$ cat src/rtl/mem_wb_hilo_pkg.sv
// Shared widths and constants for the MEM/WB pipeline register and HI/LO storage.
// The WB stage record and its bubble value are defined here as well.
package mem_wb_hilo_pkg;

   localparam int RegBus     = 32;
   localparam int RegAddrBus = 5;

   localparam logic [RegAddrBus-1:0] NOPRegAddr   = '0;
   localparam logic [RegBus-1:0]     ZeroWord     = '0;
   localparam logic                  WriteEnable  = 1'b1;
   localparam logic                  WriteDisable = 1'b0;
   localparam logic                  RstEnable    = 1'b0;

   typedef struct packed {
      logic [RegAddrBus-1:0] wd;
      logic                  wreg;
      logic [RegBus-1:0]     wdata;
      logic [RegBus-1:0]     hi;
      logic [RegBus-1:0]     lo;
      logic                  whilo;
      logic                  valid;
   } wb_stage_t;

   function automatic wb_stage_t wb_bubble();
      wb_stage_t b;
      b.wd    = NOPRegAddr;
      b.wreg  = WriteDisable;
      b.wdata = ZeroWord;
      b.hi    = ZeroWord;
      b.lo    = ZeroWord;
      b.whilo = WriteDisable;
      b.valid = 1'b0;
      return b;
   endfunction

endpackage

$ cat src/rtl/mem_wb_hilo_hilo_reg.sv
// Architectural HI/LO registers with a bypass of the pending WB write for EX reads.
module hilo_reg
   import mem_wb_hilo_pkg::*;
(
   input  logic              clk,
   input  logic              rst,
   input  logic              we,
   input  logic [RegBus-1:0] hi_i,
   input  logic [RegBus-1:0] lo_i,
   output logic [RegBus-1:0] hi_o,
   output logic [RegBus-1:0] lo_o,
   output logic [RegBus-1:0] hi_fwd,
   output logic [RegBus-1:0] lo_fwd
);

   logic [RegBus-1:0] hi_q;
   logic [RegBus-1:0] lo_q;

   always_ff @(posedge clk) begin
      if (rst == RstEnable) begin
         hi_q <= ZeroWord;
         lo_q <= ZeroWord;
      end else if (we == WriteEnable) begin
         hi_q <= hi_i;
         lo_q <= lo_i;
      end
   end

   assign hi_o   = hi_q;
   assign lo_o   = lo_q;
   assign hi_fwd = (we == WriteEnable) ? hi_i : hi_q;
   assign lo_fwd = (we == WriteEnable) ? lo_i : lo_q;

endmodule

$ cat src/rtl/mem_wb_hilo.sv
// MEM/WB pipeline register with bubble insertion, HI/LO commit and a retired-instruction counter.
module mem_wb_hilo
   import mem_wb_hilo_pkg::*;
(
   input  logic                  clk,
   input  logic                  rst,
   input  logic                  stall_mem,
   input  logic                  stall_wb,
   input  logic                  flush,
   input  logic [RegAddrBus-1:0] mem_wd,
   input  logic                  mem_wreg,
   input  logic [RegBus-1:0]     mem_wdata,
   input  logic [RegBus-1:0]     mem_hi,
   input  logic [RegBus-1:0]     mem_lo,
   input  logic                  mem_whilo,
   output logic [RegAddrBus-1:0] wb_wd,
   output logic                  wb_wreg,
   output logic [RegBus-1:0]     wb_wdata,
   output logic [RegBus-1:0]     hi_o,
   output logic [RegBus-1:0]     lo_o,
   output logic [RegBus-1:0]     hi_fwd,
   output logic [RegBus-1:0]     lo_fwd,
   output logic [RegBus-1:0]     retired
);

   wb_stage_t         wb_q;
   logic [RegBus-1:0] retired_q;

   always_ff @(posedge clk) begin
      if (rst == RstEnable) begin
         wb_q      <= wb_bubble();
         retired_q <= ZeroWord;
      end else begin
         // MEM held while WB drains: insert a bubble so the instruction is not issued twice
         if (flush || (stall_mem && !stall_wb)) begin
            wb_q <= wb_bubble();
         end else if (!stall_mem) begin
            wb_q.wd    <= mem_wd;
            wb_q.wreg  <= mem_wreg;
            wb_q.wdata <= mem_wdata;
            wb_q.hi    <= mem_hi;
            wb_q.lo    <= mem_lo;
            wb_q.whilo <= mem_whilo;
            wb_q.valid <= 1'b1;
         end
         if (wb_q.valid && !stall_wb) begin
            retired_q <= retired_q + 32'd1;
         end
      end
   end

   hilo_reg u_hilo_reg (
      .clk    (clk),
      .rst    (rst),
      .we     (wb_q.whilo),
      .hi_i   (wb_q.hi),
      .lo_i   (wb_q.lo),
      .hi_o   (hi_o),
      .lo_o   (lo_o),
      .hi_fwd (hi_fwd),
      .lo_fwd (lo_fwd)
   );

   assign wb_wd    = wb_q.wd;
   assign wb_wreg  = wb_q.wreg;
   assign wb_wdata = wb_q.wdata;
   assign retired  = retired_q;

endmodule

$ cat config.mk
export PLATFORM = sky130hd
export DESIGN_NAME = mem_wb_hilo
export DESIGN_NICKNAME = d
export VERILOG_FILES = /design/src/rtl/mem_wb_hilo_pkg.sv /design/src/rtl/mem_wb_hilo_hilo_reg.sv /design/src/rtl/mem_wb_hilo.sv
export SDC_FILE = /design/constraint.sdc
export NUM_CORES = 1
export LEC_CHECK = 0
export CAP_MARGIN = 20
export CORE_UTILIZATION = 44
export CTS_CLUSTER_DIAMETER = 120
export DETAILED_ROUTE_END_ITERATION = 8
export PLACE_DENSITY_LB_ADDON = 0.3
export RECOVER_POWER = 100
export SETUP_SLACK_MARGIN = 0.15
export SKIP_LAST_GASP = 1
export SYNTH_ARGS = -nofsm -noshare
export SYNTH_HDL_FRONTEND = slang
export SYNTH_SLANG_ARGS = --single-unit
$ cat constraint.sdc
create_clock -name clk -period 2 [get_ports clk]
set_input_delay 0.2 -clock clk [delete_from_list [all_inputs] [get_ports clk]]
set_output_delay 0.2 -clock clk [all_outputs]
set_load 0.05 [all_outputs]
* Yosys cells after proc, flatten, opt, wreduce, memory -nomap -nowiden *
Cells that the tools add are included.

storage, ports and cells
  register bits after elaboration = 200
  output and inout port bits = 198

cells by class
  muxes and demuxes = 2
  reduce and logical (&&, ||, !) cells = 5
  bitwise operators = 1
  add/sub/neg operators = 1

operators by type and width
  operator                 count
  $mux W32                 2
  $add A32 B1 Y32 const B  1
  $logic_and A1 B1 Y1      2
  $reduce_or A2 Y1         1
  $logic_not A1 Y1         1
  $logic_or A1 B1 Y1       1
  $not A1 Y1               1

* Logic depth before layout (Yosys ltp) *
  depth after elaboration = 4
  gate-level depth with buffers = 7
  depth with buffers taken out = 5

* Hierarchy *
Synthesis repeated with hierarchy kept, for this count alone.

second synthesis, totals
  cell total of the unflattened synthesis = 747
  area, all modules = 8,207.9 um^2

modules (own cells, without submodules)
  module       area an instance (um^2)  sequential area each (um^2)  times used  cells each
  mem_wb_hilo  5,416.4                  2,722.6                      1           542
  hilo_reg     2,791.4                  1,281.2                      1           205

* Least setup slack after synthesis *
No wires, ideal clock.

  kind = register -> register
  from = register retired_q[3], in the netlist retired[3]
  to = register retired_q[25], in the netlist retired[25]
  setup slack = -194 ps
  required time = 1,868 ps
  data arrival time = 2,061 ps
  stages on the path, launching flop included = 7
  cells stage by stage = dfxtp_1 nand4_1 or4_4 buf_6 clkbuf_1 o31ai_1 a21oi_1

on the way
  word-level cells in the longest chain between the ends = 1

RTL lines
  element                 RTL line           source
  start, declared         mem_wb_hilo.sv:27  logic [RegBus-1:0] retired_q;
  start signal, assigned  mem_wb_hilo.sv:32  retired_q <= ZeroWord;
  start signal, assigned  mem_wb_hilo.sv:47  retired_q <= retired_q + 32'd1;
  $add A32 B1 Y32         mem_wb_hilo.sv:47

Every way passes these cells.
A chain may end at the register's enable or synchronous reset.

* Worst setup path in the final report *
  from = register retired_q[5], in the netlist retired[5]
  to = output port retired[5]

RTL lines
  element        RTL line           source
  end, declared  mem_wb_hilo.sv:23  output logic [RegBus-1:0] retired

No word-level cell between the ends.

==> impl_results.md <==
- Setup CP Type: reg -> out
- PD cells: roughly 730 nW/µm²
- Yosys warns: 0
- Slack of the worst reg-to-reg path: between 0.15 and 0.2 ns
- Rows: 48
- Synth area leader: dfxtp_1
- Total power: roughly 8.2 mW
- RR Endpoint: retired[25]
- Synth async-reset ratio: 0%
- WP data required: about 1.8 ns
- Slew Limit Fails: 0
- Clk_lat worst skew: about 0.43 ns
- Worst reg2reg path startpoint: retired[3]
- Vias per cell: just under 5
- Area share of the largest cell type after synthesis: 51.0%
- Most common cell in the synthesized netlist: dfxtp_1
- Std-Cell Core Area: 17,400 µm²
- Hold Crit Depth: 2
- DRT Wirelength: 20.0 mm
- Synth cell count leaders: dfxtp_1 (200), nor2_1 (114), mux2i_1 (104)
- Slowest-stage cell, CP: dlygate4sd3_1
- Die Width: between 100 and 150 µm
- I/O Buffers: 305
- Antenna Nets Post-Route: 0
- Biggest cell delay along the critical path: between 0.8 and 0.9 ns
- GPL Wtd Cong: ~0.76
- First-pass GRT wire length: 30.6 mm
- Final Hold Slack: about 0.23 ns
- Yosys cell types: 33
- Buf/Inv on CP: 1
- P&R area growth vs syn: 42.0%
- Critical Path Fanout Max: 5
- Avg Cell Area, Syn: a little over 10 µm²
- VDD IR max: slightly below 0.0006 V
- Dominant cells by area after synthesis: dfxtp_1 (51%), mux2i_1 (13%), mux2_2 (9.2%)
- Vias in the first global route: about 6,000
- Worst Max-Slew Pin Slew: 1.17 ns
- Fraction of layout cells with a size suffix above 1: roughly a fifth
- Dpl hpwl: about 14 mm
- Arr. time, crit path: approximately 1.7 ns
- Fin area: roughly 11,000 µm²
- Syn Std Cell Area: 7850 µm²
- Drt pass-1 iters: 4
- Gr usage total: a little over a fifth
- Total of max-cap violations: 0
- Final Hold Vio Count: 0
- Clock tree buffer depth: 2
- H-tree Lvls: 4
- DR iter-0 viols: between 150 and 200
- Status: finished clean
- Worst setup EP type: output port
- Critical path launch point: retired[5]
- Largest net degree at the start of global routing: 55
- Drt drc: 0
- Number of flops mapped to enable cells by yosys: 0
- Pre-CTS WS: -0.175 ns
- CTS root buf: clkbuf_16
- Nets: ~1,100
- Worst setup SP type: flip-flop
- Min-delay worst type: in -> reg
- Setup ws final: about 0.12 ns
- Worst clock skew: 0.0102 ns
- Slew HR: 22.1%
- Clock Pin Slew Worst Setup and Hold Paths: ~0.070 ns
- CP cell instances: dlygate4sd3_1
- Vias post-DR: roughly 6,000
- Initial Utilization: ~45%
- Hold Path Origin: stall_mem
- Syn Nets: 866
- Min Tclk post-route: around 1.9 ns
- Post-synthesis sequential area ratio: about half
- Total gr overflow: 0
- F_max: about 530 MHz
- Initial antenna violation count: 1
- Setup violators final: 0
- Synth Register Bits: 200
- FF-to-FF path depth: 4
- Static Leak: 5.02 nW
- CTS tree: yes
- Final Core Density: 64.2%
- Post-synth top flop: dfxtp_1
- Unrepaired setup endpoints after global routing: yes
- CTS buffer count: 17
- Cell family with most CP delay: buffers and inverters
- CTS Sinks: 200
- Worst Hold Endpoint: wb_q[0]
- Die area: around 18,000 µm²
- Fin crit share: approximately 94%
- Routed length per instance: 15.8 µm
- Cells after Synth: 757
- Boundary pin count: a little over 300
- Die height: roughly 140 µm
- Antenna diodes: 0
- DP Area: approximately 11,000 µm²
[cells by family after synthesis]
logic type | after synthesis | synth area share [%]
xor gates and xnor gates | 10 | 1.12
buffers and inverters | 90 | 6.19
muxes | 168 | 22.5
AOI/OAI and AO/OA | 44 | 3.32
and+or+nand+nor | 244 | 15.7
DFF | 200 | 51.0
adders and majority gates | 1 | 0.159
[registers in the layout, summed over array words and instances (netlist names)]
name and count:
u_hilo_reg.lo_o 32, wb_wdata 32, wb_q 66, wb_wd 5, u_hilo_reg.hi_o 32, retired 32, wb_wreg 1
[how the worst max path moves through the flow]
stage,to,slack [ns],cells past startpoint
2_1_floorplan,retired[17],0.15,5
3_3_place_gp,retired[23],-0.14,5
3_5_place_dp,retired[29],-0.17,5
4_1_cts,retired[25],0.07,4
5_1_grt,lo_fwd[30],0.05,3
6_report,retired[5],0.12,1
[layer usage]
| metal | wire, µm | vias to the layer above | share of wire [%] | track usage [%] |
|---|---|---|---|---|
| li1 | - | 3074 | - | - |
| met3 | 1400 | 45 | 7.0 | 7.33 |
| met1 | 8120 | 2837 | 41 | 23.6 |
| met5 | 12 | - | 0.060 | 0 |
| met4 | 654 | 2 | 3.3 | 10.9 |
| met2 | 9800 | 206 | 49 | 36.9 |
[final cells by class]
class                      count  area [µm²]
clock buffer                  19         443
clock inverter                13         135
tap                          225         282
fill                        1510        6220
multi-input combinational    469        3400
sequential                   200        4040
inverter                       7        26.3
timing repair buffer         328        2810
[where the power goes]
part           total (mW)  leakage, nW  internal, mW  switching [mW]
combinational       0.715         3.11         0.361           0.354
sequential           4.07         1.63          4.03          0.0326
clock                3.37        0.276          1.79            1.58
total                8.15         5.02          6.18            1.97
[per-stage QoR]
stage	std cells	setup TNS, ns
6_report	1261	0
5_1_grt	1261	0
4_1_cts	1257	0
3_5_place_dp	1221	-1.10
3_3_place_gp	1221	-0.771
2_1_floorplan	757	0
[repair_timing]
| action | in CTS | in global routing |
|---|---|---|
| setup endpoints to repair | 79 | 94 |
| pin swaps | 1 | 4 |
| buffers inserted | 2 | 3 |
| gates cloned | 2 | 1 |
| gates resized for setup | 25 | 31 |
| hold buffers | 0 | 0 |
[layout by cell type (no fill, tap or decap), drive strengths merged, types with 9 or more instances in the layout]
master,instances
dlygate4sd3,94
clkdlybuf4s50,105
dfxtp,200
nor2,114
inv,13
clkbuf,82
nand2,14
a21oi,21
or4,15
o31ai,12
and2,67
mux2,64
nand4,9
mux2i,104
buf,49
dlygate4sd2,17
Note: power is estimated with default switching activity, not from simulation.
